## src/rtl/div_pipe.sv

```systemverilog
// div_pipe: two-stage registered, handshaked signed/unsigned divider.
//
// Stage 1 captures the operands in sign-magnitude form (magnitudes, quotient
// sign, overflow flag). The combinational Division array divides the stage-1
// magnitudes. Stage 2 applies sign correction and flag generation to its
// result and registers it. Holds two beats; full backpressure.
//
// Ports:
//   clk, rst_n              rising-edge clock, async active-low reset
//   in_valid / in_ready     operand handshake (in_ready combinational from out_ready)
//   op_a, op_b, is_signed   dividend, divisor, 1 = two's-complement divide
//   flush                   synchronous pipeline clear (DIV_PIPE_FLUSH_EN only)
//   out_valid / out_ready   result handshake
//   quotient                quotient truncated toward zero; all-ones on /0
//   has_remainder           nonzero remainder (0 on /0)
//   div_by_zero             divisor was 0
//   overflow                signed most-negative / -1
//
// Build option: define DIV_PIPE_FLUSH_EN to add the flush port.

module div_pipe #(
    parameter int L = 16
) (
    input  logic         clk,
    input  logic         rst_n,
    input  logic         in_valid,
    output logic         in_ready,
    input  logic [L-1:0] op_a,
    input  logic [L-1:0] op_b,
    input  logic         is_signed,
`ifdef DIV_PIPE_FLUSH_EN
    input  logic         flush,
`endif
    output logic         out_valid,
    input  logic         out_ready,
    output logic [L-1:0] quotient,
    output logic         has_remainder,
    output logic         div_by_zero,
    output logic         overflow
);

    localparam logic [L-1:0] MOST_NEG = {1'b1, {(L-1){1'b0}}};

    logic flush_i;
`ifdef DIV_PIPE_FLUSH_EN
    assign flush_i = flush;
`else
    assign flush_i = 1'b0;
`endif

    // ---------------- handshake ----------------
    logic s1_valid, s2_valid;
    logic s1_adv, s2_adv, accept, s2_load;

    assign s2_adv   = ~s2_valid | out_ready;
    assign s1_adv   = ~s1_valid | s2_adv;
    assign in_ready = s1_adv & ~flush_i;
    assign accept   = in_valid & in_ready;
    assign s2_load  = s1_valid & s2_adv & ~flush_i;
    assign out_valid = s2_valid;

    // ---------------- stage 1: sign-magnitude capture ----------------
    logic [L-1:0] mag_a, mag_b, mag_a_d, mag_b_d;
    logic         neg_q, ovf, neg_q_d, ovf_d;

    // Negation is modulo 2^L, so the most-negative value maps to itself and
    // still reads correctly as an unsigned magnitude.
    assign mag_a_d = (is_signed & op_a[L-1]) ? ('0 - op_a) : op_a;
    assign mag_b_d = (is_signed & op_b[L-1]) ? ('0 - op_b) : op_b;
    assign neg_q_d = is_signed & (op_a[L-1] ^ op_b[L-1]);
    assign ovf_d   = is_signed & (op_a == MOST_NEG) & (op_b == '1);

    always_ff @(posedge clk or negedge rst_n) begin
        if (!rst_n) begin
            s1_valid <= 1'b0;
        end else if (flush_i) begin
            s1_valid <= 1'b0;
        end else if (s1_adv) begin
            s1_valid <= in_valid;
        end
    end

    always_ff @(posedge clk or negedge rst_n) begin
        if (!rst_n) begin
            mag_a <= '0;
            mag_b <= '0;
            neg_q <= 1'b0;
            ovf   <= 1'b0;
        end else if (accept) begin
            mag_a <= mag_a_d;
            mag_b <= mag_b_d;
            neg_q <= neg_q_d;
            ovf   <= ovf_d;
        end
    end

    // ---------------- divide array ----------------
    logic [L-1:0] div_q;
    logic         div_rem, div_zero;

    Division #(L) u_div (
        .A            (mag_a),
        .B            (mag_b),
        .Q            (div_q),
        .HasRemainder (div_rem),
        .DivByZero    (div_zero)
    );

    // ---------------- stage 2: sign fix and flags ----------------
    // Overflow needs no special case: 0x8000/1 gives Q = 0x8000 with neg_q = 0.
    logic [L-1:0] q_fix;
    assign q_fix = div_zero ? '1 : (neg_q ? ('0 - div_q) : div_q);

    always_ff @(posedge clk or negedge rst_n) begin
        if (!rst_n) begin
            s2_valid <= 1'b0;
        end else if (flush_i) begin
            s2_valid <= 1'b0;
        end else if (s2_adv) begin
            s2_valid <= s1_valid;
        end
    end

    always_ff @(posedge clk or negedge rst_n) begin
        if (!rst_n) begin
            quotient      <= '0;
            has_remainder <= 1'b0;
            div_by_zero   <= 1'b0;
            overflow      <= 1'b0;
        end else if (s2_load) begin
            quotient      <= q_fix;
            has_remainder <= div_rem & ~div_zero;
            div_by_zero   <= div_zero;
            overflow      <= ovf;
        end
    end

endmodule

// Division: combinational unsigned restoring divider (ripple array).
//   A / B -> Q, HasRemainder = remainder nonzero, DivByZero = (B == 0).
module Division #(
    parameter int L = 16
) (
    input  logic [L-1:0] A,
    input  logic [L-1:0] B,
    output logic [L-1:0] Q,
    output logic         HasRemainder,
    output logic         DivByZero
);

    logic [L:0] rem;

    always_comb begin
        rem = '0;
        Q   = '0;
        for (int i = L - 1; i >= 0; i--) begin
            rem = {rem[L-1:0], A[i]};
            if (rem >= {1'b0, B}) begin
                rem  = rem - {1'b0, B};
                Q[i] = 1'b1;
            end
        end
        HasRemainder = |rem;
        DivByZero    = ~|B;
    end

endmodule

```

## config.mk

```make
export PLATFORM = sky130hd
export DESIGN_NAME = div_pipe
export DESIGN_NICKNAME = d
export VERILOG_FILES = /design/src/rtl/div_pipe.sv
export SDC_FILE = /design/constraint.sdc
export NUM_CORES = 1
export LEC_CHECK = 0
export ABC_AREA = 0
export CAP_MARGIN = 40
export CORE_ASPECT_RATIO = 0.5
export CORE_MARGIN = 2
export CORE_UTILIZATION = 52
export DETAILED_ROUTE_END_ITERATION = 10
export PLACE_DENSITY = 0.67
export SLEW_MARGIN = 25
export SYNTH_ARGS = -nofsm -noshare
export SYNTH_HDL_FRONTEND = slang
export SYNTH_SLANG_ARGS = --single-unit
```

## constraint.sdc

```tcl
create_clock -name clk -period 83.5 [get_ports clk]
set_input_delay 16.7 -clock clk [delete_from_list [all_inputs] [get_ports clk]]
set_output_delay 16.7 -clock clk [all_outputs]
set_load 0.005 [all_outputs]
```

Word-level counts from Yosys, hierarchy flattened
Index checks and enable logic that the tools add are counted.
{ "word_totals": {"regBits": 55, "input_bits": 37, "word_cells": 99} }
{ "op_classes": {"n_addsub": 19, "magnitude_cmp": 16, "eq_ne": 2, "muxes": 36, "bitwise_logic": 13, "n_reduce_logical": 3} }
{ "ops": {"columns": ["op", "n"], "rows": [
  ["two-way mux 16 bit", 19],
  ["greater-or-equal comparator 17 x 16 -> 1 bit", 15],
  ["subtractor 16 bit", 14],
  ["subtractor 1 x 16 -> 16 bit, first input constant", 3],
  ["equality test 16 bit, second input constant", 2],
  ["two-way mux 17 bit", 1],
  ["OR reduction 17 bit", 1],
  ["subtractor 17 x 16 -> 17 bit", 1],
  ["greater-or-equal comparator 1 x 16 -> 1 bit", 1],
  ["two-way mux 1 bit", 16],
  ["OR reduction 16 bit", 1],
  ["subtractor 1 x 16 -> 16 bit", 1],
  ["bitwise AND 1 bit", 8],
  ["NOT 1 bit", 2],
  ["OR 1 bit", 2],
  ["zero test 1 bit", 1],
  ["bitwise XOR 1 bit", 1]
]} }

Longest topological paths before layout
{ "depth": {"word_depth": 35, "ltp_mapped": 256, "ltp_nobuf": 245} }

By module
Synthesis repeated with hierarchy kept, for this count alone.
{ "hier_totals": {"hier_cells": 2311, "hier_area_um2": 16972.5} }
{ "modules_own_cells": {"columns": ["mod", "n_inst", "cells_each", "area_each_um2", "seq_area_each_um2"], "rows": [
  ["Division", 1, 1980, 14020.9, 0.0],
  ["div_pipe", 1, 331, 2951.6, 1376.3]
]} }

Worst setup path after synthesis
Ideal clock, no wire load.
{ "synth_path": {"kind": "register to register", "from": "register mag_b[1]", "to": "register quotient[14]", "setup_ps": 66, "t_arrival_ps": 48933, "slack_ps": 34501, "stages_incl_launch_ff": 252, "n_path_buf": 9, "period_less_slack_ps": 48999, "cell_sequence": "dfrtp_1 inv_1 ha_1 a21oi_2 nor2_1 mux2_2 inv_1 ha_1 nor2b_1 o221ai_1 o211a_1 o221ai_2 a31oi_2 clkbuf_1 mux2_2 inv_1 ha_1 nor2b_1 [... 216 more ...] o21ai_0 nand2b_1 a21o_1 a21o_1 a21o_1 a21oi_1 nor2b_1 or3_1 or3_4 inv_1 ha_1 nand2_1 a2111oi_1 nand3_1 or4_1 o21a_1 a21oi_1 o22a_1"} }
{ "synth_via": {"elab_chain_len": 35, "word_cells_on_any_way": 65, "classes_between": "add/sub: 16; order compare: 16; mux: 32; reduce/logical: 1"} }
{ "synth_rtl": {"columns": ["item", "line_no", "text"], "rows": [
  ["start: declaration", "63", "logic [L-1:0] mag_a, mag_b, mag_a_d, mag_b_d;"],
  ["start signal: assignment", "91", "mag_b <= mag_b_d;"],
  ["subtractor 1 x 16 -> 16 bit / greater-or-equal comparator 1 x 16 -> 1 bit (equally long branches)", "160, 159", null],
  ["two-way mux 16 bit", "159", "if (rem >= {1'b0, B}) begin"],
  ["subtractor 16 bit / greater-or-equal comparator 17 x 16 -> 1 bit (equally long branches)", "160, 159", null],
  ["two-way mux 16 bit", "159", null],
  ["subtractor 16 bit / greater-or-equal comparator 17 x 16 -> 1 bit (equally long branches)", "160, 159", null],
  ["two-way mux 16 bit", "159", null],
  ["subtractor 16 bit / greater-or-equal comparator 17 x 16 -> 1 bit (equally long branches)", "160, 159", null],
  ["two-way mux 16 bit", "159", null],
  ["[... 19 more ...]", null, null],
  ["two-way mux 16 bit", "159", null],
  ["subtractor 16 bit / greater-or-equal comparator 17 x 16 -> 1 bit (equally long branches)", "160, 159", null],
  ["two-way mux 16 bit", "159", null],
  ["greater-or-equal comparator 17 x 16 -> 1 bit", "159", null],
  ["two-way mux 1 bit", "159", null],
  ["subtractor 1 x 16 -> 16 bit", "112", "assign q_fix = div_zero ? '1 : (neg_q ? ('0 - div_q) : div_q);"],
  ["two-way mux 16 bit", "112", null],
  ["two-way mux 16 bit *", "112", null],
  ["end signal: assignment", "131", "quotient <= q_fix;"],
  ["end: declaration", "36", "output logic [L-1:0] quotient,"]
]} }
Mark *: on every way between the ends. The rest lies on a longest branch, timed or not.
A chain may end at the register's enable or synchronous reset.

Worst setup path in the final report
{ "layout_path": {"from": "register mag_b[2]", "to": "register quotient[14]"} }
{ "layout_via": {"elab_chain_len": 35, "word_cells_on_any_way": 65, "classes_between": "add/sub: 16; order compare: 16; mux: 32; reduce/logical: 1"} }
{ "layout_rtl": {"columns": ["item", "line_no"], "rows": [
  ["subtractor 1 x 16 -> 16 bit / greater-or-equal comparator 1 x 16 -> 1 bit (equally long branches)", "160, 159"],
  ["two-way mux 16 bit", "159"],
  ["subtractor 16 bit / greater-or-equal comparator 17 x 16 -> 1 bit (equally long branches)", "160, 159"],
  ["two-way mux 16 bit", "159"],
  ["subtractor 16 bit / greater-or-equal comparator 17 x 16 -> 1 bit (equally long branches)", "160, 159"],
  ["two-way mux 16 bit", "159"],
  ["subtractor 16 bit / greater-or-equal comparator 17 x 16 -> 1 bit (equally long branches)", "160, 159"],
  ["two-way mux 16 bit", "159"],
  ["[... 19 more ...]", null],
  ["two-way mux 16 bit", "159"],
  ["greater-or-equal comparator 17 x 16 -> 1 bit / subtractor 16 bit (equally long branches)", "159, 160"],
  ["two-way mux 16 bit", "159"],
  ["greater-or-equal comparator 17 x 16 -> 1 bit", "159"],
  ["two-way mux 1 bit", "159"],
  ["subtractor 1 x 16 -> 16 bit", "112"],
  ["two-way mux 16 bit", "112"],
  ["two-way mux 16 bit *", "112"]
]} }
Marked as above.

==> flow_summary.ini <==
[detailed_routing]
drc = 0
drt_wl_total_um = 59900
top_layer_used = met4
met2_length_um = 25300
firstDrtPassIters = 10
antenna_left = 0
drt-vias-per-instance = 6.40
wl_per_cell_um = 21.0
met1_length_um = 28400
wl_met3_um = 4570
vias = 18300
drt_iter0_drc = 1918

[critical_path]
crit_top_cell = o21ai_0
max_stage_delay_ps = 720
critPathArrivalTime_ps = 56490
cp-end-kind = flop
crit_required_ps = 83750
crit_fanout = 22
startpoint_type = flop
cpMaxStageDelayCell = a221oi_2
critPathKind = reg2reg

[run_status]
outcome = complete, no violations

[floorplanning]
rows = 47
core_sq_um = 33000
die_w_um = 263
die_h_um = 134
io_pins = 58
dieArea_sq_um = 35100
start_util_pct = 52.8

[synthesis]
synth_edf_count = 0
syn_nets = 2661
syn_inst = 2364
seq_area_frac_synth_pct = 7.88
synth_seq_cells = 55
synthesis.area_sq_um = 17500
synth-warning-count = 0
synthDistinctLibCells = 97
avgSynthCellArea_sq_um = 7.39
ys.flop_type = dfrtp_1
ys_async_sr_fraction_pct = 100

[placed_design]
gp_congestion = 0.973
numPortBuffers = 57
place_ws_ps = 27440
dp_hpwl_um = 47000

[finish]
multi_input_area_sq_um = 15300
diodes = 0
nets = 2712
regArea_sq_um = 1380
drive_above_1_share_pct = 8.11
fillers = 3224
area_growth_pct = 7.90

[global_route]
antenna_found_initial = 3
grt_max_degree = 43
track_usage_pct = 33.1
grt_pass1_vias = 16800
globalRouteOverflowTotal = 0
grt_pass1_wl_um = 92800

[timing]
rsz0062_at_grt = no
fin_skew_ps = 5.30
setup_ws_ps = 27250
period_needed_ps = 56250
max_freq_mhz = 17.8
setup_violations = 0
final-hold-violation-count = 0
maxSlewHeadroom_pct = 38.5
worst_pin_slew_ps = 922
setup-tns-final_ps = 0
slew_violations = 0
finalCritPeriodShare_pct = 67.4

[clock_network]
postCtsHoldBufs = 0
postCtsResizedCells = 0
clock-root-buffer = clkbuf_16
cts_setup_buffers = 0
cts_tree = built
clock-sinks = 55
cts_max_level = 2
cts_inserted_buffers = 5
clk_latency_ps = 310
clk_pin_slew_ps = 70
ctsLongestPathBuffers = 2

[hold_path]
hold_path.class = reg2reg

[flow_run]
maxCapViolCount = 0
[critical path: cells and delay by family, from the launching register on]
kind | cells | cell delay, ps
AOI/OAI and AO/OA | 148 | 34290
and+or+nand+nor | 53 | 11540
adders and majority gates | 16 | 4070
muxes | 10 | 3840
buffers and inverters | 16 | 1880
DFF | 1 | 420
[sequential cells by signal, indices dropped and copies added (netlist names)]
signal / flops
overflow: 1
has_remainder: 1
ovf: 1
mag_a: 16
div_by_zero: 1
quotient: 16
s1_valid: 1
neg_q: 1
mag_b: 16
out_valid: 1
[cells in the mapped netlist, types with 56 or more instances]
cell type	count	area, sq um
a21o_1	74	556
a21oi_1	179	896
ha_1	245	3070
inv_1	165	619
mux2_2	88	991
nand2_1	218	818
nand4_1	56	350
nor2_1	185	694
nor3_1	64	320
o21ai_0	166	831
xnor2_1	113	990
xor2_1	69	604
[kinds of logic (layout without fill, tap and decap cells)]
kind of cell	Yosys count	after routing	synth area share, %
fa+ha+maj	260	260	19.3
flops	55	55	7.88
xor+xnor	182	182	9.13
mux	138	138	8.58
buf+inv	212	264	4.69
simple gates	802	802	22.7
compound gates	715	715	27.7
[per-layer routing]
layer	GRT usage [%]	up-vias
li1	-	8851
met5	0	-
met3	2.94	91
met4	8.60	0
met1	48.4	8610
met2	52.3	729
[final timing paths]
kind,start,endpoint,cells after the start,slack [ps]
worst min-delay path,s1_valid,out_valid,1,480
worst max-delay path,mag_b[2],quotient[14],243,27250
max in group asynchronous,rst_n,mag_b[12],2,66310
worst min register to register,s1_valid,out_valid,1,480
worst max register to register,mag_b[2],quotient[14],243,27250
min in group asynchronous,rst_n,quotient[1],1,16340
[area by class of cell]
cell class                      instances  area share, %
Clock buffer                            5          0.664
Multi-Input combinational cell       2097           81.1
Clock inverter                          3          0.246
Tap cell                              441           2.93
Sequential cell                        55           7.31
Timing Repair Buffer                   90           4.46
Inverter                              166           3.32
[placed cells by master (no fill, tap or decap), drive strengths merged, types with 50 or more instances in the layout]
cell / synthesis / routed
mux2: 88 / 88
mux2i: 50 / 50
inv: 166 / 167
nand4: 56 / 56
nor2: 189 / 189
xor2: 69 / 69
dfrtp: 55 / 55
a21o: 74 / 74
o21ai: 174 / 174
clkdlybuf4s50: 0 / 56
ha: 245 / 245
xnor2: 113 / 113
a21oi: 182 / 182
nor3: 67 / 67
nand2: 219 / 219
[through the flow]
| stage | cell area (sq um) | hold slack, ps | util [%] | std cells |
|---|---|---|---|---|
| 2_1_floorplan | 17500 | 444 | - | 2364 |
| 3_3_place_gp | 18600 | 462 | 56.2 | 2840 |
| 3_5_place_dp | 18600 | 472 | 56.3 | 2844 |
| 4_1_cts | 18800 | 483 | 56.9 | 2852 |
| 5_1_grt | 18800 | 505 | 57.0 | 2857 |
| 6_report | 18800 | 482 | 57.0 | 2857 |
Power is left out: the tool's default activity adds up to more than one toggle a clock period on the data nets, which glitch-free logic cannot reach.
==> RTL edit: new RTL, config.mk and constraints unchanged <==
`L` is set to 16 in 2 places; all go to 8.
--- a/src/rtl/div_pipe.sv
+++ b/src/rtl/div_pipe.sv
@@ -21,3 +21,3 @@
 module div_pipe #(
-    parameter int L = 16
+    parameter int L = 8
 ) (
@@ -142,3 +142,3 @@
 module Division #(
-    parameter int L = 16
+    parameter int L = 8
 ) (
Ports: changed (resized op_a, op_b and quotient); port bits go from 58 to 34. The function was not compared with the original's and may differ.
==> RTL edit against the original RTL <==
  * Final area down 70%
  * Wire length down 78%
  * First-iteration DRC count down 88%
  * Sequential cell count down 24
  * Critical path depth down 240
  * Via count down 75%
  * Worst setup slack better by 22 ns
  * Area after synthesis down 72%
Power is left out: the tool's default activity adds up to more than one toggle a clock period on the data nets, which glitch-free logic cannot reach.
==> RTL edit: results (changes against the original RTL) <==
[timing]
skew_ns=0.00175  ; -0.00354 ns
slew_headroom_pct=47.1  ; +8.6 points

[grt]
use_met2_pct=40.6  ; -12 points
grt_pass1_vias=4335  ; -74%
gr-usage-met3_pct=3.94  ; +1.0 points
antenna_found_initial=0  ; -3
grt_first_pass_wirelength_mm=21.7  ; -77%
use_met1_pct=39.9  ; -8.5 points
track_usage_pct=26.4  ; -6.7 points
grt_max_degree=32  ; -26%

[clock_network]
clk_latency_ns=0.27  ; -0.04 ns
clockRootBuffer=clkbuf_16
cts.reportedPaths.clkPinSlew_ns=0.05  ; -0.02 ns
clk_path_buf_depth=2  ; unchanged

[worst_setup_path]
cp_max_fo=3  ; -86%
cp_data_arrival_time_ns=17.81  ; -38.68 ns

[placed_design]
pre_cts_ws_ns=49.00  ; +21.56 ns
dp.final_hpwl_mm=10.4  ; -78%
port_buffers=33  ; -42%
place_area_um2=5430  ; -71%
gp_congestion=0.888  ; -8.8%
placedCellCount=763  ; -73%

[synth]
yosysSeqAreaShare_pct=15.7  ; +7.8 points
synthTopCellsByCount=ha_1, nor2_1, inv_1, nand2_1, a21oi_1
synth_area_leaders=dfrtp_1, ha_1, xnor2_1
synth_area_per_cell_um2=8.07  ; +9.3%
synthDistinctLibCells=72  ; -26%
syn_nets=704  ; -74%

[finish]
syn2layout_area_growth_pct=12.4
drive_above_1_share_pct=6.92  ; -1.2 points
fin_cells=771  ; -73%
fin_nets=739  ; -73%
nFillCells=865  ; -73%
largestRegisters=mag_a x8, mag_b x8, quotient x8

[drt]
num_vias=4656  ; -75%
drtIter0Drc=234  ; -88%
drt_wl_total_mm=13.1  ; -78%
drt_pass1_iterations=5  ; -5

[status]
status=complete, no violations

-- RTL edit: cell count changes after synthesis, moves of 66 or more --
cell and change:
ha_1 -183, nand2_1 -176, a21oi_1 -139, nor2_1 -132
o21ai_0 -127, inv_1 -114, xnor2_1 -84, mux2_2 -72
a21o_1 -66
-- RTL edit: area by class of cell --
cell class	count	area share, %
flip-flops and latches	31	13.9
inverters	51	3.44
well taps	121	2.72
clock buffers	5	2.25
clock inverters	3	0.359
multi-input cells	523	70.7
repair buffers	37	6.60
-- RTL edit: kinds of logic (layout without fill, tap and decap cells) --
kind of cell | after synthesis | after routing | synth area share, %
simple gates | 205 | 205 | 21.5
compound gates | 170 | 170 | 23.5
fa+ha+maj | 69 | 69 | 18.5
buf+inv | 60 | 96 | 4.92
mux | 40 | 40 | 9.06
xor+xnor | 39 | 39 | 6.89
flops | 31 | 31 | 15.7
-- RTL edit: worst max-delay path: stages --
cell and delay, ns:
clkdlybuf4s50_1 0.46, nand3b_1 0.14, clkdlybuf4s50_1 0.51
-- RTL edit: path summary, 6_finish.rpt --
kind | startpoint | end | slack (ns) | depth (start not counted)
worst max-delay path | out_ready | in_ready | 48.99 | 3
worst min-delay path | s1_valid$_DFFE_PN0N_ | out_valid$_DFFE_PN0P_ | 0.48 | 1
worst max register to register | mag_b[0]$_DFFE_PN0P_ | quotient[6]$_DFFE_PN0P_ | 64.08 | 76
worst min register to register | s1_valid$_DFFE_PN0N_ | out_valid$_DFFE_PN0P_ | 0.48 | 1
max in group asynchronous | rst_n | quotient[5]$_DFFE_PN0P_ | 66.37 | 2
min in group asynchronous | rst_n | mag_b[5]$_DFFE_PN0P_ | 16.83 | 2
-- RTL edit: per-layer routing --
layer	vias to the layer above	wire length, um
met5	-	0
met4	0	85
met3	8	565
met2	106	5400
met1	2198	7030
li1	2344	-
